## config.mk

```make
export PLATFORM = sky130hd
export DESIGN_NAME = mem_wb_stage
export DESIGN_NICKNAME = d
export VERILOG_FILES = /design/src/rtl/mem_wb_stage.sv
export SDC_FILE = /design/constraint.sdc
export NUM_CORES = 1
export LEC_CHECK = 0
export ABC_CLOCK_PERIOD_IN_PS = 1800
export CORE_ASPECT_RATIO = 0.8
export CORE_MARGIN = 2
export CORE_UTILIZATION = 40
export CTS_BUF_LIST = sky130_fd_sc_hd__clkbuf_16
export CTS_CLUSTER_DIAMETER = 60
export DETAILED_ROUTE_END_ITERATION = 6
export HOLD_SLACK_MARGIN = 0.06
export MAX_ROUTING_LAYER = met4
export PLACE_DENSITY = 0.85
export SYNTH_ARGS = -nofsm -noshare
export SYNTH_HDL_FRONTEND = slang
export SYNTH_SLANG_ARGS = --single-unit
```

## constraint.sdc

```tcl
create_clock -name CLK -period 1.8 [get_ports CLK]
set_input_delay 0.18 -clock CLK [delete_from_list [all_inputs] [get_ports CLK]]
set_output_delay 0.18 -clock CLK [all_outputs]
set_load 0.01 [all_outputs]
```

## src/rtl/mem_wb_stage.sv

```systemverilog
// mem_wb_stage: memory-access stage followed by the MEM/WB pipeline register.
// Issues the data-cache request for loads and stores and holds it until dhit.
// Stalls the pipe while the access is outstanding, selects the writeback
// register and data, and tracks the sticky halt.
// Optional feature macro: MEM_PERF_CNT_EN builds saturating stall/access
// performance counters; without it both perf ports are tied to zero.
module mem_wb_stage #(
  parameter int WORD_W = 32,
  parameter int PERF_W = 32
) (
  input  logic              CLK,
  input  logic              nRST,
  input  logic              pipe_en,
  input  logic              in_valid,
  input  logic [WORD_W-1:0] in_instr,
  input  logic [WORD_W-1:0] in_alu,
  input  logic [WORD_W-1:0] in_store,
  input  logic [WORD_W-1:0] in_npc,
  input  logic              in_dREN,
  input  logic              in_dWEN,
  input  logic              in_RegWEN,
  input  logic              in_MemtoReg,
  input  logic [1:0]        in_Regdst,
  input  logic              in_jal,
  input  logic              in_halt,
  input  logic              dhit,
  input  logic [WORD_W-1:0] dmemload,
  output logic              dmemREN,
  output logic              dmemWEN,
  output logic [WORD_W-1:0] dmemaddr,
  output logic [WORD_W-1:0] dmemstore,
  output logic              mem_stall,
  output logic              wb_wen,
  output logic [4:0]        wb_wsel,
  output logic [WORD_W-1:0] wb_wdat,
  output logic              halt_out,
  output logic [PERF_W-1:0] perf_stall_cnt,
  output logic [PERF_W-1:0] perf_access_cnt
);

  typedef enum logic [1:0] {
    IDLE   = 2'd0,
    ACCESS = 2'd1,
    DONE   = 2'd2
  } state_t;

  state_t            state_q;
  logic              reqRen_q;
  logic              reqWen_q;
  logic [WORD_W-1:0] reqAddr_q;
  logic [WORD_W-1:0] reqStore_q;
  logic [WORD_W-1:0] loadBuf_q;

  logic              wbWen_q;
  logic [4:0]        wbWsel_q;
  logic [WORD_W-1:0] wbWdat_q;
  logic              halt_q;

  logic              wbWen_d;
  logic [4:0]        wbWsel_d;
  logic [WORD_W-1:0] wbWdat_d;

  logic              startReq;
  logic              memStall;
  logic              wbUpdate;
  logic              unusedInstrBits;

  // Only the register fields of the instruction word matter to this stage.
  assign unusedInstrBits = ^{in_instr[WORD_W-1:21], in_instr[10:0]};

  // A new access starts only from IDLE, for a real memory instruction, and
  // never once the core has halted. The stall covers the presentation cycle
  // plus every ACCESS cycle, and drops immediately while reset is held.
  assign startReq = nRST && (state_q == IDLE) && in_valid
                    && (in_dREN || in_dWEN) && !halt_q;
  assign memStall = startReq || (state_q == ACCESS);
  assign wbUpdate = pipe_en && !memStall;

  // Request FSM: latches the cache request on entry to ACCESS, captures the
  // load data on dhit and waits in DONE for the pipe to advance.
  always_ff @(posedge CLK or negedge nRST) begin
    if (!nRST) begin
      state_q    <= IDLE;
      reqRen_q   <= 1'b0;
      reqWen_q   <= 1'b0;
      reqAddr_q  <= '0;
      reqStore_q <= '0;
      loadBuf_q  <= '0;
    end else begin
      case (state_q)
        IDLE: begin
          if (startReq) begin
            state_q    <= ACCESS;
            reqRen_q   <= in_dREN && !in_dWEN;
            reqWen_q   <= in_dWEN;
            reqAddr_q  <= in_alu;
            reqStore_q <= in_store;
          end
        end
        ACCESS: begin
          if (dhit) begin
            state_q    <= DONE;
            loadBuf_q  <= dmemload;
            reqRen_q   <= 1'b0;
            reqWen_q   <= 1'b0;
            reqAddr_q  <= '0;
            reqStore_q <= '0;
          end
        end
        DONE: begin
          if (pipe_en) begin
            state_q <= IDLE;
          end
        end
        default: begin
          state_q <= IDLE;
        end
      endcase
    end
  end

  // Writeback selection: destination decode, data mux and write enable.
  // Bubbles produce an all-zero entry; $0 is never written.
  always_comb begin
    wbWsel_d = in_instr[20:16];
    wbWdat_d = in_alu;
    wbWen_d  = 1'b0;
    case (in_Regdst)
      2'b01:   wbWsel_d = in_instr[15:11];
      2'b10:   wbWsel_d = 5'd31;
      default: wbWsel_d = in_instr[20:16];
    endcase
    if (in_jal) begin
      wbWdat_d = in_npc;
    end else if (in_MemtoReg) begin
      wbWdat_d = loadBuf_q;
    end
    wbWen_d = in_RegWEN && (wbWsel_d != 5'd0) && !halt_q;
    if (!in_valid) begin
      wbWsel_d = 5'd0;
      wbWdat_d = '0;
      wbWen_d  = 1'b0;
    end
  end

  // MEM/WB latch and sticky halt: advance only when the pipe moves and no
  // access is outstanding.
  always_ff @(posedge CLK or negedge nRST) begin
    if (!nRST) begin
      wbWen_q  <= 1'b0;
      wbWsel_q <= 5'd0;
      wbWdat_q <= '0;
      halt_q   <= 1'b0;
    end else if (wbUpdate) begin
      wbWen_q  <= wbWen_d;
      wbWsel_q <= wbWsel_d;
      wbWdat_q <= wbWdat_d;
      if (in_valid && in_halt) begin
        halt_q <= 1'b1;
      end
    end
  end

  assign dmemREN   = reqRen_q;
  assign dmemWEN   = reqWen_q;
  assign dmemaddr  = reqAddr_q;
  assign dmemstore = reqStore_q;
  assign mem_stall = memStall;
  assign wb_wen    = wbWen_q;
  assign wb_wsel   = wbWsel_q;
  assign wb_wdat   = wbWdat_q;
  assign halt_out  = halt_q;

`ifdef MEM_PERF_CNT_EN
  localparam logic [PERF_W-1:0] PerfOne = PERF_W'(1);

  logic [PERF_W-1:0] stallCnt_q;
  logic [PERF_W-1:0] accessCnt_q;

  // Saturating counters: stall cycles and completed ACCESS->DONE transitions.
  always_ff @(posedge CLK or negedge nRST) begin
    if (!nRST) begin
      stallCnt_q  <= '0;
      accessCnt_q <= '0;
    end else begin
      if (memStall && (stallCnt_q != '1)) begin
        stallCnt_q <= stallCnt_q + PerfOne;
      end
      if ((state_q == ACCESS) && dhit && (accessCnt_q != '1)) begin
        accessCnt_q <= accessCnt_q + PerfOne;
      end
    end
  end

  assign perf_stall_cnt  = stallCnt_q;
  assign perf_access_cnt = accessCnt_q;
`else
  assign perf_stall_cnt  = '0;
  assign perf_access_cnt = '0;
`endif

endmodule

```

## Word level (Yosys, flattened, before mapping)

Index checks and enable logic that the tools add are counted.

- Register bits after elaboration: 139
- Input bits: 173

- Eq/ne operators: 7
- Mux-type cells: 20
- Reduce and logical (&&, ||, !) cells: 21

Operators with widths:

| kind | count |
|---|---|
| $mux W32 | 6 |
| $pmux W32 S2 | 2 |
| $pmux W5 S2 | 1 |
| $logic_and A1 B1 Y1 | 9 |
| $mux W2 | 3 |
| $ne A2 B2 Y1 const B | 3 |
| $pmux W2 S3 | 1 |
| $reduce_and A3 Y1 | 2 |
| $mux W5 | 1 |
| $reduce_bool A5 Y1 | 1 |
| $eq A2 B1 Y1 const B | 2 |
| $eq A2 B2 Y1 const B | 2 |
| $mux W1 | 4 |
| $pmux W1 S2 | 2 |
| $reduce_and A2 Y1 | 2 |
| $logic_not A1 Y1 | 3 |
| $logic_not A2 Y1 | 1 |
| $logic_or A1 B1 Y1 | 2 |
| $reduce_bool A2 Y1 | 1 |

## Logic depth before layout (Yosys ltp)

Gate-level depths: netlist of the first run.

- Depth after elaboration: 9
- Depth in mapped cells: 7

## Least setup slack after synthesis of the first run

OpenSTA, ideal clock, no wires.

- Path kind: flip-flop to flip-flop
- Start point: register halt_q, in the netlist halt_out
- End point: register wbWsel_q[0], in the netlist wb_wsel[0]
- Setup time: 0.128 ns
- Arrival: 1.341 ns
- Data required time: 1.672 ns
- Slack: 0.332 ns
- Cell stages (with the launch flop): 6
- Buffers on the path: 1
- Clock period less this slack: 1.468 ns
- Path through: dfrtp_1 -> nor2b_4 -> o2111ai_2 -> nand3_2 -> buf_4 -> mux2_1

- Longest elaborated chain between the ends: 5

Ends and longest elaborated chain:

| element | line | RTL |
|---|---|---|
| from (decl) | 57 | `logic halt_q;` |
| from (signal assigned) | 153 | `halt_q <= 1'b0;` |
| from (signal assigned) | 159 | `halt_q <= 1'b1;` |
| $logic_not A1 Y1 | 75 | `&& (in_dREN \|\| in_dWEN) && !halt_q;` |
| $logic_and A1 B1 Y1 | 75 |  |
| $logic_or A1 B1 Y1 | 76 | `assign memStall = startReq \|\| (state_q == ACCESS);` |
| $logic_not A1 Y1 | 77 | `assign wbUpdate = pipe_en && !memStall;` |
| $logic_and A1 B1 Y1 | 77 |  |
| to (signal assigned) | 156 | `wbWsel_q <= wbWsel_d;` |
| to (decl) | 55 | `logic [4:0] wbWsel_q;` |

Every way passes these cells.
A chain may end at the register's enable or synchronous reset.

## Worst setup path after layout of the first run

- Start point: register halt_q, in the netlist halt_out
- End point: register wbWdat_q[20], in the netlist wb_wdat[20]

- Longest elaborated chain between the ends: 5

Ends and longest elaborated chain:

| element | line | RTL |
|---|---|---|
| $logic_not A1 Y1 | 75 |  |
| $logic_and A1 B1 Y1 | 75 |  |
| $logic_or A1 B1 Y1 | 76 |  |
| $logic_not A1 Y1 | 77 |  |
| $logic_and A1 B1 Y1 | 77 |  |
| to (signal assigned) | 157 | `wbWdat_q <= wbWdat_d;` |
| to (decl) | 56 | `logic [WORD_W-1:0] wbWdat_q;` |

Every way passes these cells.

==> flow_metrics.env, run 1 <==
export IMPL_gp_congestion=0.847
export IMPL_fin_util_pct=60.2
export IMPL_cp_depth=5
export IMPL_cp_startpoint="halt_out"
export IMPL_path_cells="nor2b_4 -> o2111ai_4 -> nand3_2 -> buf_4 -> mux2i_1"
export IMPL_mostFrequentLayoutCells="clkdlybuf4s50_1 (251), dfrtp_1 (138), nand2_1 (74)"
export IMPL_first_pass_iters=5
export IMPL_portBuffers=256
export IMPL_fp_coreArea_sq_mm=0.0164
export IMPL_cp_top_family="flip-flops"
export IMPL_cts_root_buffer="clkbuf_16"
export IMPL_synth_top_area_share_pct=52.5
export IMPL_io_pins=343
export IMPL_ys_ff_latch=139
export IMPL_drcViolationCount=0
export IMPL_cap_violations=0
export IMPL_synth_area_sq_mm=0.00662
export IMPL_avgRoutedWirePerCell_um=17.3
export IMPL_rsz0062_at_grt="no"
export IMPL_crit_slowest_cell="dfrtp_2"
export IMPL_ctsHtreeMaxLevel=4
export IMPL_p_per_area_mw_per_mm2=1280
export IMPL_via_per_inst=4.82
export IMPL_area_delta_synth_final_pct=49.1
export IMPL_antenna_cells=0
export IMPL_fin_ws_ns=0.136
export IMPL_worstSetupEndpointType="flip-flop"
export IMPL_timing_rr_end="wb_wdat[20]"
export IMPL_ys_types=32
export IMPL_p_leak_nw=4.63
export IMPL_setup_viol=0
export IMPL_grt_ovfl_total=0
export IMPL_vdd_ir_drop_worst_v=0.000845
export IMPL_die_w_um=148
export IMPL_first_global_vias=5172
export IMPL_vias=5175
export IMPL_clkTransAtPathRegs_ns=0.06
export IMPL_cpPeakStageDelay_ns=0.44
export IMPL_final_max_slew_violation_count=0
export IMPL_timing_final_crit_period_ns=1.66
export IMPL_initial_utilization_pct=40.4
export IMPL_clock_fmax_mhz=601
export IMPL_critPathLaunchType="flip-flop"
export IMPL_drive_above_1_share_pct=11.0
export IMPL_pre_cts_ws_ns=-0.264
export IMPL_grt_max_degree=89
export IMPL_slew_headroom_pct=56.2
export IMPL_grt_first_pass_wirelength_mm=28.4
export IMPL_arrival_ns=1.99
export IMPL_fillCellCount=1334
export IMPL_dp_hpwl_mm=13.2
export IMPL_syn_avg_cell_area_sq_um=11.4
export IMPL_outcome="complete, no violations"
export IMPL_cts_buffers=17
export IMPL_path_buf_inv=1
export IMPL_first_iter_violations=177
export IMPL_dieArea_sq_mm=0.0176
export IMPL_die_h_um=119
export IMPL_setup_worst_path_end="wb_wdat[20]"
export IMPL_yosysWarnings=0
export IMPL_rows=42
export IMPL_postRouteAntennaNets=0
export IMPL_nets=1017
export IMPL_async_flop_share_pct=100
export IMPL_required_ns=2.13
export IMPL_ys_seq_area_share_pct=52.5
export IMPL_finClkSkew_ns=0.00929
export IMPL_min_path_type="input port to asynchronous set/reset pin"
export IMPL_antenna_found_initial=0
export IMPL_tightest_slew_ns=0.657
export IMPL_track_usage_pct=21.7
export IMPL_cts_tree="yes"
export IMPL_final_common_cell="clkdlybuf4s50_1"
export IMPL_synth_cells=583
export IMPL_drt_total_wl_mm=18.5
export IMPL_clk_path_buf_depth=2
export IMPL_reg2reg_from="halt_out"
export IMPL_synth_top_area_cell="dfrtp_1"
export IMPL_synth_edf_count=0
export IMPL_clock_sinks=139
export IMPL_crit_type="flip-flop to flip-flop"
export IMPL_hold_viol_final=0
export IMPL_reg2reg_depth=5
export IMPL_yosys_top_cells_area="dfrtp_1 (53%), mux2i_1 (10%), a22o_1 (8.6%)"
export IMPL_regToRegSetupSlack_ns=0.14
export IMPL_min_period_over_period_pct=92.4
export IMPL_ys_flop_type="dfrtp_1"
export IMPL_critPathMaxFanout=23
export IMPL_clkLatencyLatePin_ns=0.41
synth_stat cells, types with 4 or more instances:
cell        n
buf_2      17
nand2_1    74
buf_6       6
mux2_2     32
a22o_1     65
clkbuf_1   12
nor2b_1     4
buf_4      66
dfrtp_1   139
o21ai_0    36
mux2i_1    67
inv_1      37
area by class of cell:
class                           instances  area, sq um  share of cell area (%)
Clock buffer                           17          425                    4.31
Clock inverter                         14          195                    1.98
Inverter                               37          139                    1.41
Multi-Input combinational cell        369         2560                    25.9
Sequential cell                       139         3480                    35.2
Tap cell                              220          275                    2.79
Timing Repair Buffer                  278         2800                    28.3
report_power, final:
part | internal, mW | leakage (nW) | switching, mW | total (mW)
combinational | 2.52 | 2.54 | 1.47 | 3.99
sequential | 4.26 | 1.79 | 0.648 | 4.91
clock | 2.32 | 0.300 | 1.39 | 3.71
total | 9.10 | 4.63 | 3.51 | 12.6
worst min path at each step:
stage          start      end  slack [ns]
2_1_floorplan   nRST  dmemREN       -0.12
3_3_place_gp    nRST  dmemREN       -0.03
3_5_place_dp    nRST  dmemREN       -0.03
4_1_cts         nRST  dmemREN        0.15
5_1_grt         nRST  dmemREN        0.17
6_report        nRST  dmemREN        0.18
state kept, by name, indices dropped and copies added (netlist names):
name and cells:
dmemstore 32, dmemREN 1, loadBuf_q 32, halt_out 1, wb_wsel 5, wb_wen 1
dmemWEN 1, wb_wdat 32, state_q 2, dmemaddr 32
per-layer routing:
metal / up-vias / GRT usage [%] / part of all wire, %
li1: 2395 / - / -
met1: 2532 / 27.3 / 43
met2: 227 / 34.4 / 48
met3: 21 / 6.36 / 7.5
met4: 0 / 6.01 / 1.3
met5: - / - / 0
through the flow:
stage | hold WS [ns] | instance area [sq um] | cells | power, mW | setup TNS [ns]
after floorplan | -0.116 | 6860 | 646 | 6.63 | 0
after global placement | -0.0317 | 9240 | 1042 | 8.80 | -5.41
after detailed placement | -0.0316 | 9240 | 1042 | 8.94 | -6.99
after CTS | 0.154 | 9870 | 1074 | 12.7 | 0
after global routing | 0.166 | 9880 | 1074 | 13.2 | 0
final | 0.182 | 9880 | 1074 | 12.6 | 0
kinds of logic after synthesis:
kind of cell / Yosys count / share of synthesized area (%)
AOI/OAI and AO/OA: 112 / 12.6
other: 1 / 0.0566
buffers and inverters: 138 / 12.6
muxes: 101 / 15.9
adders and majority gates: 2 / 0.378
DFF: 139 / 52.5
and+or+nand+nor: 90 / 5.95
timing repair:
| action | in CTS | in global routing |
|---|---|---|
| gates resized for setup | 3 | 3 |
| buffers inserted | 0 | 0 |
| hold buffers | 1 | 0 |
| cloned | 0 | 0 |
| setup endpoints to repair | 1 | 2 |
| hold endpoints to repair | 139 | 0 |
Note: power is estimated with default switching activity, not from simulation.
==> run 2, diff against run 1 <==
--- a/config.mk
+++ b/config.mk
@@ -11,6 +11,7 @@
 export CORE_UTILIZATION = 40
 export CTS_BUF_LIST = sky130_fd_sc_hd__clkbuf_16
 export CTS_CLUSTER_DIAMETER = 60
+export CTS_CLUSTER_SIZE = 12
 export DETAILED_ROUTE_END_ITERATION = 6
 export HOLD_SLACK_MARGIN = 0.06
 export MAX_ROUTING_LAYER = met4
==> results of run 2 <==
No change in the layout: final DEF, timing and power equal those of run 1.
==> run 3, diff against run 2 <==
--- a/config.mk
+++ b/config.mk
@@ -16,6 +16,7 @@
 export HOLD_SLACK_MARGIN = 0.06
 export MAX_ROUTING_LAYER = met4
 export PLACE_DENSITY = 0.85
+export REMOVE_ABC_BUFFERS = 1
 export SYNTH_ARGS = -nofsm -noshare
 export SYNTH_HDL_FRONTEND = slang
 export SYNTH_SLANG_ARGS = --single-unit
==> flow_metrics.env, run 3 (same netlist as run 1, synthesis figures left out) <==
export IMPL_path_buf_inv=1
export IMPL_critPathMaxFanout=4
export IMPL_p_seq_share_pct=39.6
export IMPL_worstSetupEndpointType="primary output"
export IMPL_dieArea_sq_mm=0.0176
export IMPL_rsz0062_at_grt="no"
export IMPL_clock_fmax_mhz=609
export IMPL_grt_first_pass_wirelength_mm=27.5
export IMPL_clkTransAtPathRegs_ns=0.06
export IMPL_antenna_found_initial=0
export IMPL_regToRegSetupSlack_ns=0.18
export IMPL_die_w_um=148
export IMPL_dp_hpwl_mm=12.3
export IMPL_io_pins=343
export IMPL_setup_worst_path_end="mem_stall"
export IMPL_p_leak_nw=4.62
export IMPL_first_iter_violations=282
export IMPL_cts_tree="yes"
export IMPL_cpPeakStageDelay_ns=0.44
export IMPL_reg2reg_from="halt_out"
export IMPL_p_total_mw=12.4
export IMPL_fin_ws_ns=0.158
export IMPL_cts_root_buffer="clkbuf_16"
export IMPL_cap_violations=0
export IMPL_vias=5086
export IMPL_internal_power_mw=9.05
export IMPL_area_delta_synth_final_pct=48.2
export IMPL_nets=1014
export IMPL_outcome="complete, no violations"
export IMPL_cp_depth=4
export IMPL_cp_startpoint="halt_out"
export IMPL_p_per_area_mw_per_mm2=1270
export IMPL_via_per_inst=4.76
export IMPL_reg2reg_depth=5
export IMPL_finClkSkew_ns=0.00654
export IMPL_path_cells="nor2b_4 -> o2111ai_2 -> nand2_1 -> clkbuf_2"
export IMPL_clkLatencyLatePin_ns=0.41
export IMPL_ctsHtreeMaxLevel=4
export IMPL_slew_headroom_pct=46.5
export IMPL_netSwitchingFraction_pct=27.2
export IMPL_final_max_slew_violation_count=0
export IMPL_die_h_um=119
export IMPL_initial_utilization_pct=40.4
export IMPL_min_period_over_period_pct=91.2
export IMPL_first_pass_iters=4
export IMPL_grt_ovfl_total=0
export IMPL_hold_slack_ns=0.188
export IMPL_p_switching_mw=3.38
export IMPL_gp_congestion=0.852
export IMPL_mostFrequentLayoutCells="clkdlybuf4s50_1 (251), dfrtp_1 (138), nand2_1 (74)"
export IMPL_combPwrFrac_pct=32.0
export IMPL_drcViolationCount=0
export IMPL_critPathLaunchType="flip-flop"
export IMPL_hold_viol_final=0
export IMPL_clk_path_buf_depth=2
export IMPL_grt_max_degree=140
export IMPL_rows=42
export IMPL_postRouteAntennaNets=0
export IMPL_clock_sinks=139
export IMPL_timing_final_crit_period_ns=1.64
export IMPL_clkPwrFrac_pct=28.4
export IMPL_first_global_vias=5110
export IMPL_hold_path_startpoint="in_valid"
export IMPL_required_ns=1.62
export IMPL_cp_top_family="flip-flops"
export IMPL_drive_above_1_share_pct=10.1
export IMPL_avgRoutedWirePerCell_um=16.5
export IMPL_setup_viol=0
export IMPL_arrival_ns=1.46
export IMPL_track_usage_pct=20.8
export IMPL_portBuffers=256
export IMPL_setup_tns_final_ns=0
export IMPL_cts_buffers=17
export IMPL_timing_rr_end="wb_wdat[24]"
export IMPL_tightest_slew_ns=0.802
export IMPL_antenna_cells=0
export IMPL_pre_cts_ws_ns=-0.186
export IMPL_crit_type="flip-flop to primary output"
export IMPL_crit_slowest_cell="dfrtp_2"
export IMPL_final_common_cell="clkdlybuf4s50_1"
export IMPL_vdd_ir_drop_worst_v=0.000773
export IMPL_min_path_type="input port to flip-flop"
export IMPL_fp_coreArea_sq_mm=0.0164
export IMPL_drt_total_wl_mm=17.6
[run 3: cell types whose count changed in the layout (fill, tap and decap cells not counted)]
cell	delta
buf_4	-4
inv_6	-4
clkinv_2	+3
nor2_1	+1
buf_12	+1
nor2_2	-1
o2111ai_4	-1
inv_1	+1
clkinvlp_4	-2
clkinv_1	+1
o2111ai_2	+1
clkinv_4	-1
[run 3: final cells by class]
| class | instances | area (sq um) |
|---|---|---|
| Sequential cell | 139 | 3480 |
| Clock buffer | 17 | 425 |
| Fill cell | 1345 | 6580 |
| Clock inverter | 12 | 159 |
| Timing Repair Buffer | 275 | 2790 |
| Multi-Input combinational cell | 369 | 2550 |
| Inverter | 37 | 139 |
| Tap cell | 220 | 275 |
[run 3: power groups by stage]
stage          clock network [mW]  logic [mW]  registers, mW
3_3_place_gp                    0        3.91           4.91
3_5_place_dp                    0        4.01           4.93
5_1_grt                      3.78        4.28           5.06
4_1_cts                      3.62        4.03           4.92
6_report                     3.53        3.98           4.92
2_1_floorplan                   0        1.28           5.20
[run 3: worst min-delay path by stage]
stage          cells after the start            end
2_1_floorplan                      0        dmemREN
3_3_place_gp                       2  loadBuf_q[25]
3_5_place_dp                       2  loadBuf_q[25]
4_1_cts                            4         wb_wen
5_1_grt                            4         wb_wen
6_report                           4         wb_wen
[run 3: metrics by stage]
| stage | cell area (sq um) | util (%) | std cells |
|---|---|---|---|
| global route | 9820 | 59.9 | 1069 |
| global placement | 9230 | 56.3 | 1039 |
| detailed placement | 9230 | 56.3 | 1039 |
| floorplan | 6160 | - | 545 |
| CTS | 9820 | 59.9 | 1069 |
| finish | 9820 | 59.9 | 1069 |
[run 3: what timing repair did]
| item | CTS | global route |
|---|---|---|
| hold buffers | 1 | 0 |
| gates cloned | 0 | 0 |
| setup endpoints to repair | 1 | 1 |
| hold endpoints to repair | 139 | 0 |
| gates resized for setup | 3 | 1 |
| pin swaps | 0 | 1 |
| setup buffers | 0 | 0 |
[run 3: worst register-to-register path, stage by stage, from the launching register on]
cell and delay [ns]:
dfrtp_2 0.44, nor2b_4 0.14, o2111ai_2 0.18, nand3_2 0.21, buf_4 0.31, mux2i_1 0.25
[run 3: metal layers]
layer	routed length, um	part of all wire (%)	GRT usage [%]
met3	1370	7.8	5.98
met4	251	1.4	5.71
met2	8250	47	31.8
met1	7740	44	27.4
met5	0	0	-
